--- config.mk ---
export PLATFORM = sky130hd
export DESIGN_NAME = counting_seq_gen
export DESIGN_NICKNAME = d
export VERILOG_FILES = /design/src/rtl/counting_seq_gen.sv
export SDC_FILE = /design/constraint.sdc
export NUM_CORES = 1
export LEC_CHECK = 0
export ABC_AREA = 1
export ABC_CLOCK_PERIOD_IN_PS = 3400
export CORE_MARGIN = 1
export CORE_UTILIZATION = 45
export CTS_CLUSTER_DIAMETER = 30
export CTS_CLUSTER_SIZE = 20
export DETAILED_ROUTE_END_ITERATION = 8
export PLACE_DENSITY = 0.72
export SKIP_LAST_GASP = 1
export SYNTH_ARGS = -nofsm -noshare
export SYNTH_HDL_FRONTEND = slang
export SYNTH_SLANG_ARGS = --single-unit
--- constraint.sdc ---
create_clock -name clk -period 3.4 [get_ports clk]
set_input_delay 0.68 -clock clk [delete_from_list [all_inputs] [get_ports clk]]
set_output_delay 0.68 -clock clk [all_outputs]
set_load 0.01 [all_outputs]
--- src/rtl/counting_seq_gen.sv ---
// counting_seq_gen: drives a 2-bit symbol stream of {1,2,3} triples separated by
// 0-filler gaps. It also carries a mirror of the downstream 1->2->3 receiver and
// counts how many times that mirror enters its accept state.
module counting_seq_gen #(
    parameter int CNT_W = 8,
    parameter int GAP_W = 4
) (
    input  logic             clk,
    input  logic             reset,
    input  logic             start,
    input  logic [CNT_W-1:0] rep,
    input  logic [GAP_W-1:0] gap,
    output logic [1:0]       num,
    output logic             busy,
    output logic             done,
    output logic             ans_mir,
    output logic [CNT_W-1:0] hits
);

    typedef enum logic [2:0] {
        ST_IDLE,
        ST_S1,
        ST_S2,
        ST_S3,
        ST_GAP,
        ST_DONE
    } state_t;

    state_t           state;
    logic [CNT_W-1:0] rep_q;
    logic [GAP_W-1:0] gap_q;
    logic [CNT_W-1:0] tcnt;   // index of the triple being sent, starting at 1
    logic [GAP_W-1:0] gcnt;   // index of the filler symbol being sent, starting at 1
    logic [1:0]       ms;
    logic [1:0]       ms_nxt;
    logic             accept;

    assign accept  = (state == ST_IDLE) && start;
    assign ans_mir = (ms == 2'd3);

    // Main sequencer: outputs are registered alongside the state they belong to
    always_ff @(posedge clk) begin
        if (reset) begin
            state <= ST_IDLE;
            num   <= '0;
            busy  <= 1'b0;
            done  <= 1'b0;
            rep_q <= '0;
            gap_q <= '0;
            tcnt  <= '0;
            gcnt  <= '0;
        end else begin
            case (state)
                ST_IDLE: begin
                    num  <= '0;
                    busy <= 1'b0;
                    done <= 1'b0;
                    if (start) begin
                        rep_q <= rep;
                        gap_q <= gap;
                        tcnt  <= CNT_W'(1);
                        if (rep != '0) begin
                            state <= ST_S1;
                            num   <= 2'd1;
                            busy  <= 1'b1;
                        end else begin
                            state <= ST_DONE;
                            done  <= 1'b1;
                        end
                    end
                end
                ST_S1: begin
                    state <= ST_S2;
                    num   <= 2'd2;
                end
                ST_S2: begin
                    state <= ST_S3;
                    num   <= 2'd3;
                end
                ST_S3: begin
                    if (tcnt == rep_q) begin
                        state <= ST_DONE;
                        num   <= '0;
                        busy  <= 1'b0;
                        done  <= 1'b1;
                    end else if (gap_q != '0) begin
                        state <= ST_GAP;
                        num   <= '0;
                        gcnt  <= GAP_W'(1);
                        tcnt  <= tcnt + 1'b1;
                    end else begin
                        state <= ST_S1;
                        num   <= 2'd1;
                        tcnt  <= tcnt + 1'b1;
                    end
                end
                ST_GAP: begin
                    if (gcnt == gap_q) begin
                        state <= ST_S1;
                        num   <= 2'd1;
                    end else begin
                        gcnt <= gcnt + 1'b1;
                    end
                end
                ST_DONE: begin
                    state <= ST_IDLE;
                    done  <= 1'b0;
                end
                default: begin
                    state <= ST_IDLE;
                    num   <= '0;
                    busy  <= 1'b0;
                    done  <= 1'b0;
                end
            endcase
        end
    end

    // Receiver mirror next state, driven by the registered symbol stream
    always_comb begin
        ms_nxt = ms;
        case (num)
            2'd1: ms_nxt = 2'd1;
            2'd2: begin
                if (ms == 2'd1 || ms == 2'd2) ms_nxt = 2'd2;
                else if (ms == 2'd3)          ms_nxt = 2'd0;
            end
            2'd3: begin
                if (ms == 2'd2 || ms == 2'd3) ms_nxt = 2'd3;
                else if (ms == 2'd1)          ms_nxt = 2'd0;
            end
            default: ms_nxt = ms;
        endcase
    end

    // Mirror state and accept-event counter; hits restarts on each accepted start
    always_ff @(posedge clk) begin
        if (reset) begin
            ms   <= '0;
            hits <= '0;
        end else begin
            ms <= ms_nxt;
            if (accept)
                hits <= '0;
            else if (ms != 2'd3 && ms_nxt == 2'd3)
                hits <= hits + 1'b1;
        end
    end

endmodule
After elaboration in Yosys (flattened, before gate mapping) --
Cells that the tools add are included.
Word-level totals: register bits after elaboration 41, output and inout bits 13, word-level logic and storage cells 88
Cells by class: $add $sub $neg 3, equal/unequal tests 21, multiplexer cells 32, bitwise logic cells 3, reduce and logical (&&, ||, !) cells 19
Operator list (count):
- $add 8x1->8 const B | 2
- $mux 8 | 2
- $pmux 8 s2 | 1
- $mux 3 | 5
- $pmux 3 s5 | 1
- $ne 2x2->1 const B | 7
- $mux 4 | 3
- $pmux 2 s6 | 1
- $eq 2x2->1 const B | 5
- $mux 1 | 10
- $mux 2 | 5
- $reduce_and 2->1 | 5
- $eq 8x8->1 | 1
- $pmux 4 s2 | 1
- $reduce_bool 8->1 | 1
- $eq 3x2->1 const B | 2
- $eq 3x3->1 const B | 2
- $pmux 1 s3 | 2
- $pmux 2 s3 | 1
- $add 4x1->4 const B | 1
- $eq 2x1->1 const B | 2
- $eq 4x4->1 | 1
- $reduce_and 4->1 | 1
- $reduce_bool 2->1 | 2
- other kinds (10) | 14

Longest topological paths before layout --
Gate-level depths: netlist of the first run.
depth after elaboration 6, depth in mapped cells 13, gate-level depth less buffers 13

Least setup slack after synthesis of the first run --
No wires, ideal clock.
path type reg2reg, start reg ms[0], end reg hits[2], library setup time 113 ps, arrival time 1502 ps, required time 3287 ps, slack 1785 ps, cell stages (with the launch flop) 13, path buffers 0, period minus slack after synthesis 1615 ps, cell sequence dfxtp_1 ha_1 nor2_1 nand2_1 nand2_1 nand3_1 inv_1 nor2_4 nand2_2 nor2_1 nand2_1 nand2_1 nor2_1
Between the ends: longest elaborated chain between the ends 6
RTL lines:
- from (decl) | line 34 | logic [1:0] ms;
- from (signal assigned) | line 142 | ms <= ms_nxt;
- $eq 2x2->1 *
- named net ans_mir | line 16 | output logic ans_mir,
- $mux 2 or $logic_or 1x1->1 (tied branches) | line 126, 129
- $mux 2, on equally long branches | line 125, 129
- $pmux 2 s3 * | line 122 | case (num)
- $eq 2x2->1 * | line 145 | else if (ms != 2'd3 && ms_nxt == 2'd3)
- $logic_and 1x1->1 * | line 145
- to (signal assigned) | line 146 | hits <= hits + 1'b1;
- to (decl) | line 17 | output logic [CNT_W-1:0] hits
The timed path passes the listed nets; every way through them passes the cells marked *. A chain may end at the register's enable or synchronous reset.

Final worst setup path of the first run --
start reg ms[0], end out ans_mir
Between the ends: longest elaborated chain between the ends 1
RTL lines:
- $eq 2x2->1 | line 39 | assign ans_mir = (ms == 2'd3);
- to (decl) | line 16
Every way passes these cells.

==> results of run 1 <==
[sequential cells by signal (all words and copies together), names as in the netlist]
name,flops
tcnt,8
state,3
num,2
busy,1
done,1
ms,2
hits,8
gap_q,4
gcnt,4
rep_q,8
[cell usage after synthesis (all sizes together), types with 2 or more instances]
cell type | instances | area share
nor3 | 2 | 0.0044
nand2 | 102 | 0.18
a21oi | 34 | 0.079
ha | 7 | 0.038
clkbuf | 2 | 0.0033
o21ai | 6 | 0.013
inv | 33 | 0.056
buf | 3 | 0.013
nor3b | 2 | 0.0065
xor2 | 5 | 0.019
dfxtp | 41 | 0.36
nand3b | 2 | 0.0065
xnor2 | 11 | 0.042
nand3 | 22 | 0.059
nand4 | 8 | 0.022
nor2 | 44 | 0.091
[layer usage]
metal | part of all wire | global-route usage
met5 | 0 | 0
met4 | 0.012 | 0.08974
met2 | 0.46 | 0.3191
met1 | 0.49 | 0.2445
met3 | 0.033 | 0.03978
[final cells by class]
type / instances / area share
timing repair buffer: 28 / 0.1019
inverter: 33 / 0.04727
clock buffer: 7 / 0.03534
clock inverter: 1 / 0.001836
sequential: 41 / 0.3011
multi-input combinational: 249 / 0.4819
tap: 67 / 0.03075
[placed cells by master (no fill, tap or decap), drive strengths merged]
master and n:
nand3 22, a22oi 1, nor2 44, nand2 102, o211ai 1, a211oi 1, dfxtp 41, buf 1
nand3b 2, a31oi 1, nor3 2, o21ai 6, clkinv 1, xnor2 11, inv 33, clkbuf 7
clkdlybuf4s50 27, xor2 5, a21oi 34, ha 7, nand4 8, nor3b 2
[metrics by stage]
stage / worst slack, ns / hold WS (ns) / area, sq um / instances / total power [mW]
after detailed placement: 1.213 / 0.4645 / 2625 / 418 / 0.8718
after global placement: 1.228 / 0.4539 / 2625 / 418 / 0.8649
after CTS: 1.139 / 0.4765 / 2726 / 426 / 1.223
final: 1.167 / 0.4793 / 2726 / 426 / 1.212
after global routing: 1.094 / 0.5106 / 2726 / 426 / 1.293
after floorplan: 1.785 / 0.4435 / 2301 / 328 / 0.7885
[kinds of logic (layout without fill, tap and decap cells)]
logic type,Yosys count,count (layout),share of synthesized area
AND/OR/NAND/NOR,182,182,0.3676
adder cells (fa/ha/maj),7,7,0.03806
XOR/XNOR,16,16,0.06090
AO/OA/AOI/OAI,44,44,0.1044
flip-flops,41,41,0.3567
buffers and inverters,38,69,0.07232
[tightest hold or removal path, delay by kind of cell (launching register included)]
family,cells,cell delay [ns]
DFF,1,0.33
and+or+nand+nor,1,0.07
AOI/OAI and AO/OA,1,0.05
[power by group]
| part | internal [mW] | switching, mW | leakage (nW) |
|---|---|---|---|
| clock network | 0.184 | 0.169 | 0.0542 |
| logic | 0.117 | 0.190 | 0.641 |
| registers | 0.518 | 0.0351 | 0.334 |
[path summary, 6_finish.rpt]
path / start / end / slack, ns / cells past startpoint
min: done / done / 0.48 / 2
min reg2reg: done / done / 0.48 / 2
max: ms[0] / ans_mir / 1.17 / 2
max reg2reg: ms[0] / hits[2] / 1.59 / 11
==> results_dict.tcl, run 1 <==
set metrics [dict create \
    leakage_nw 1.029 \
    cp_max_fo 5 \
    finish.utilization 0.5660 \
    design.portCount 28 \
    power.ir.vdd_worst_v 0.0002624 \
    grt_pass1_vias 1963 \
    timing.slew.headroom 0.7196 \
    first_pass_iters 4 \
    row_count 25 \
    drive_above_1_share 0.1003 \
    die_x_um 73.51 \
    cts_setup_buffers 0 \
    area_taken_by_multi_input_logic_gates_sq_um 1314 \
    floorplan.die.height_um 73.51 \
    yosysSeqAreaShare 0.3567 \
    nets 380 \
    drc_errors 0 \
    port_buffers 27 \
    hpwl_mm 3.385 \
    route.final.wire_length_mm 4.589 \
    setup_violations 0 \
    clk_root_buffer_cell "sky130_fd_sc_hd__clkbuf_8" \
    tightest_slew_ns 0.4191 \
    clk_transition_reported_paths_ns 0.08 \
    finalCritPeriodShare 0.6567 \
    num-fill-cells 484 \
    async_reset_ff_frac 0 \
    postRouteAntennaNets 0 \
    initial_utilization 0.4777 \
    kind_of_capture_point_of_the_worst_setup_path "output pin" \
    final-max-slew-violation-count 0 \
    synth_ff_type "sky130_fd_sc_hd__dfxtp_1" \
    start_kind "flip-flop" \
    crit_chain "ha_1 -> clkdlybuf4s50_1" \
    setup-tns-final_ns 0 \
    synth-edff-count 0 \
    clock_latency_ns 0.29 \
    critical_path_buf_inv_count 1 \
    clock_path_buffers 2 \
    grt_setup_unrepaired "no" \
    cp_top_family "buffers and inverters" \
    critPathSlowestCell "sky130_fd_sc_hd__clkdlybuf4s50_1" \
    cts_htree_levels 2 \
    synth_cell_types 29 \
    synth.yosys.warnings 0 \
    power-per-cell-area_nw_per_um2 444.4 \
    critical_path.max_stage_delay_ns 0.56 \
    finalCriticalPeriod_ns 2.233 \
    cts.sink_count 41 \
    max_cap_violations 0 \
    clock.fmax_ghz 0.4479 \
    synthCells 328 \
    ys_ff_latch 41 \
    dr_total_vias 2080 \
    coreArea_sq_um 4817 \
    grt_start_max_net_pins 25 \
    class_of_the_worst_hold_path "flip-flop to flip-flop" \
    floorplan.die_area_sq_um 5403 \
    avgSynthCellArea_sq_um 7.015 \
    post_cts_resize_count 0 \
    routabilityCongestion 0.8213 \
    number_of_antenna_violations_at_the_first_check_in_global_routing 0 \
    global_route.overflow_total 0 \
    clock_skew_ns 0.008643 \
    final_hold_viol_count 0 \
    postSynthNetCount 350 \
    post_drt_via_cell_ratio 4.883 \
    synth_cell_area_sq_um 2301 \
    crit_path_class "flip-flop to output pin" \
    layout-area-overhead-vs-synth_pct 18.49 \
    n_antenna_cell 0 \
    cts_tree "built" \
    run_status "complete, no violations" \
    gr-usage-all-layers 0.1946 \
    cts_hold_buffers 0 \
    grt_first_pass_wirelength_mm 8.224 \
    wl_per_cell_um 10.77 \
    drt-initial-drc-count 73 \
    register_area_sq_um 820.8 \
    cts_made_buffers 5 \
    critical_path_required_ns 2.72 \
    worst-endpoint-arrival_ns 1.55 \
]
Power figures use the tool's default switching activity.
==> run 2, diff against run 1 <==
--- a/config.mk
+++ b/config.mk
@@ -6,13 +6,13 @@
 export NUM_CORES = 1
 export LEC_CHECK = 0
 export ABC_AREA = 1
-export ABC_CLOCK_PERIOD_IN_PS = 3400
+export ABC_CLOCK_PERIOD_IN_PS = 1900
 export CORE_MARGIN = 1
 export CORE_UTILIZATION = 45
 export CTS_CLUSTER_DIAMETER = 30
 export CTS_CLUSTER_SIZE = 20
 export DETAILED_ROUTE_END_ITERATION = 8
-export PLACE_DENSITY = 0.72
+export PLACE_DENSITY = 0.74
 export SKIP_LAST_GASP = 1
 export SYNTH_ARGS = -nofsm -noshare
 export SYNTH_HDL_FRONTEND = slang
==> constraint.sdc (replaced) <==
create_clock -name clk -period 1.9 [get_ports clk]
set_input_delay 0.38 -clock clk [delete_from_list [all_inputs] [get_ports clk]]
set_output_delay 0.38 -clock clk [all_outputs]
set_load 0.01 [all_outputs]
==> results_dict.tcl, run 2 (synthesis gave the netlist of run 1 again) <==
set metrics [dict create \
    run_status "complete, no violations" \
    route.final.wire_length_mm 4.683 \
    power-per-cell-area_nw_per_um2 823.0 \
    route.met2.wl_mm 2.273 \
    coreArea_sq_um 4817 \
    leakage_nw 1.036 \
    cts_htree_levels 2 \
    holdWs_ns 0.4804 \
    routabilityCongestion 0.8561 \
    layout-area-overhead-vs-synth_pct 19.96 \
    mostFrequentLayoutCell "sky130_fd_sc_hd__nand2_1" \
    critical_path_required_ns 1.52 \
    final_hold_viol_count 0 \
    setup_violations 0 \
    cts_tree "built" \
    crit_path_class "flip-flop to output pin" \
    dr_total_vias 2113 \
    initial_utilization 0.4777 \
    number_of_antenna_violations_at_the_first_check_in_global_routing 0 \
    grt_first_pass_wirelength_mm 8.176 \
    routed.top_layer "met4" \
    cp-startpoint "ms[0]" \
    worst-endpoint-arrival_ns 1.43 \
    grt_pass1_vias 1909 \
    first_pass_iters 4 \
    post_drt_via_cell_ratio 4.937 \
    class_of_the_worst_hold_path "flip-flop to flip-flop" \
    clock_skew_ns 0.009168 \
    drc_errors 0 \
    clk_transition_reported_paths_ns 0.08 \
    design.portCount 28 \
    largestRegisters "hits: 8 flops, rep_q: 8 flops, tcnt: 8 flops" \
    nets 382 \
    finalCriticalPeriod_ns 1.809 \
    port_buffers 27 \
    floorplan.die.height_um 73.51 \
    detailed_place.area_sq_um 2633 \
    timing.slew.headroom 0.7328 \
    clk_root_buffer_cell "sky130_fd_sc_hd__clkbuf_8" \
    final-max-slew-violation-count 0 \
    crit_chain "ha_2 -> clkdlybuf4s50_1" \
    kind_of_capture_point_of_the_worst_setup_path "output pin" \
    global_route.overflow_total 0 \
    die_x_um 73.51 \
    hpwl_mm 3.366 \
    row_count 25 \
    drt-initial-drc-count 81 \
    start_kind "flip-flop" \
    met3_length_um 148 \
    post-route-cell-area_sq_um 2760 \
    setup-tns-final_ns 0 \
    wirelength_met1_mm 2.211 \
    most-common-layout-cells "sky130_fd_sc_hd__nand2_1, sky130_fd_sc_hd__dfxtp_1, sky130_fd_sc_hd__nor2_1" \
    tightest_slew_ns 0.3994 \
    critPathSlowestCell "sky130_fd_sc_hd__clkdlybuf4s50_1" \
    cp_max_fo 5 \
    drive_above_1_share 0.1136 \
    clock.fmax_ghz 0.5527 \
    grt_start_max_net_pins 24 \
    gr-usage-all-layers 0.1916 \
    wl_per_cell_um 10.94 \
    critical_path.max_stage_delay_ns 0.54 \
    grt_setup_unrepaired "no" \
    power.ir.vdd_worst_v 0.0004158 \
    finish.utilization 0.5730 \
    clock_path_buffers 2 \
    cts.sink_count 41 \
    cts_hold_buffers 0 \
    postRouteAntennaNets 0 \
    n_antenna_cell 0 \
    finalCritPeriodShare 0.9523 \
    r2r-start "ms[1]" \
    min-delay-start "rep_q[1]" \
    floorplan.die_area_sq_um 5403 \
    max_cap_violations 0 \
    clock_latency_ns 0.29 \
    cts_made_buffers 5 \
]
-- run 2: cell count changes in the layout (fill, tap and decap cells not counted) --
cell / change
sky130_fd_sc_hd__ha_1: -1
sky130_fd_sc_hd__ha_2: +1
sky130_fd_sc_hd__dfxtp_1: -2
sky130_fd_sc_hd__buf_4: +2
sky130_fd_sc_hd__bufinv_16: +1
sky130_fd_sc_hd__clkbuf_8: -2
sky130_fd_sc_hd__clkinvlp_4: +1
sky130_fd_sc_hd__clkinv_4: +1
sky130_fd_sc_hd__clkinv_2: -1
sky130_fd_sc_hd__dfxtp_2: +2
-- run 2: critical path: cells and delay by family, from the launching register on --
family	cells	cell delay (ns)
buffers and inverters	1	0.54
flip-flops	1	0.37
adder cells (fa/ha/maj)	1	0.23
-- run 2: where the power goes --
group,internal (mW),switching (mW),total (mW),leakage [nW]
combinational,0.223,0.345,0.568,0.646
clock,0.393,0.318,0.712,0.0543
sequential,0.928,0.0634,0.991,0.335
-- run 2: final timing paths --
path	to	slack, ns	cells past startpoint
worst max register to register	hits[2]	0.26	10
worst min register to register	rep_q[1]	0.48	2
worst max-delay path	ans_mir	0.09	2
worst min-delay path	rep_q[1]	0.48	2
-- run 2: per-layer routing --
| metal | GRT usage | vias up |
|---|---|---|
| met2 | 0.3425 | 38 |
| met3 | 0.03841 | 4 |
| met4 | 0.05128 | 0 |
| met1 | 0.2326 | 954 |
| met5 | 0 | - |
| li1 | - | 1117 |
-- run 2: area by class of cell --
cell class                      instances  area, sq um
Tap cell                               67        83.83
Multi-Input combinational cell        249         1316
Timing Repair Buffer                   30        292.8
Fill cell                             474         2057
Clock inverter                          3        46.29
Sequential cell                        41        823.3
Inverter                               33        128.9
Clock buffer                            5        68.82
-- run 2: repair_timing --
action	CTS	global route
gates resized for setup	1	2
endpoints found under the setup margin	1	2
pin swaps	0	1
buffers inserted	0	1
-- run 2: stage by stage --
stage          cells  setup slack (ns)  total power, mW
4_1_cts          427           0.02467            2.273
3_3_place_gp     419            0.1567            1.555
6_report         428           0.09071            2.272
5_1_grt          428           0.03585            2.398
3_5_place_dp     419            0.1275            1.564
2_1_floorplan    328            0.2852            1.411
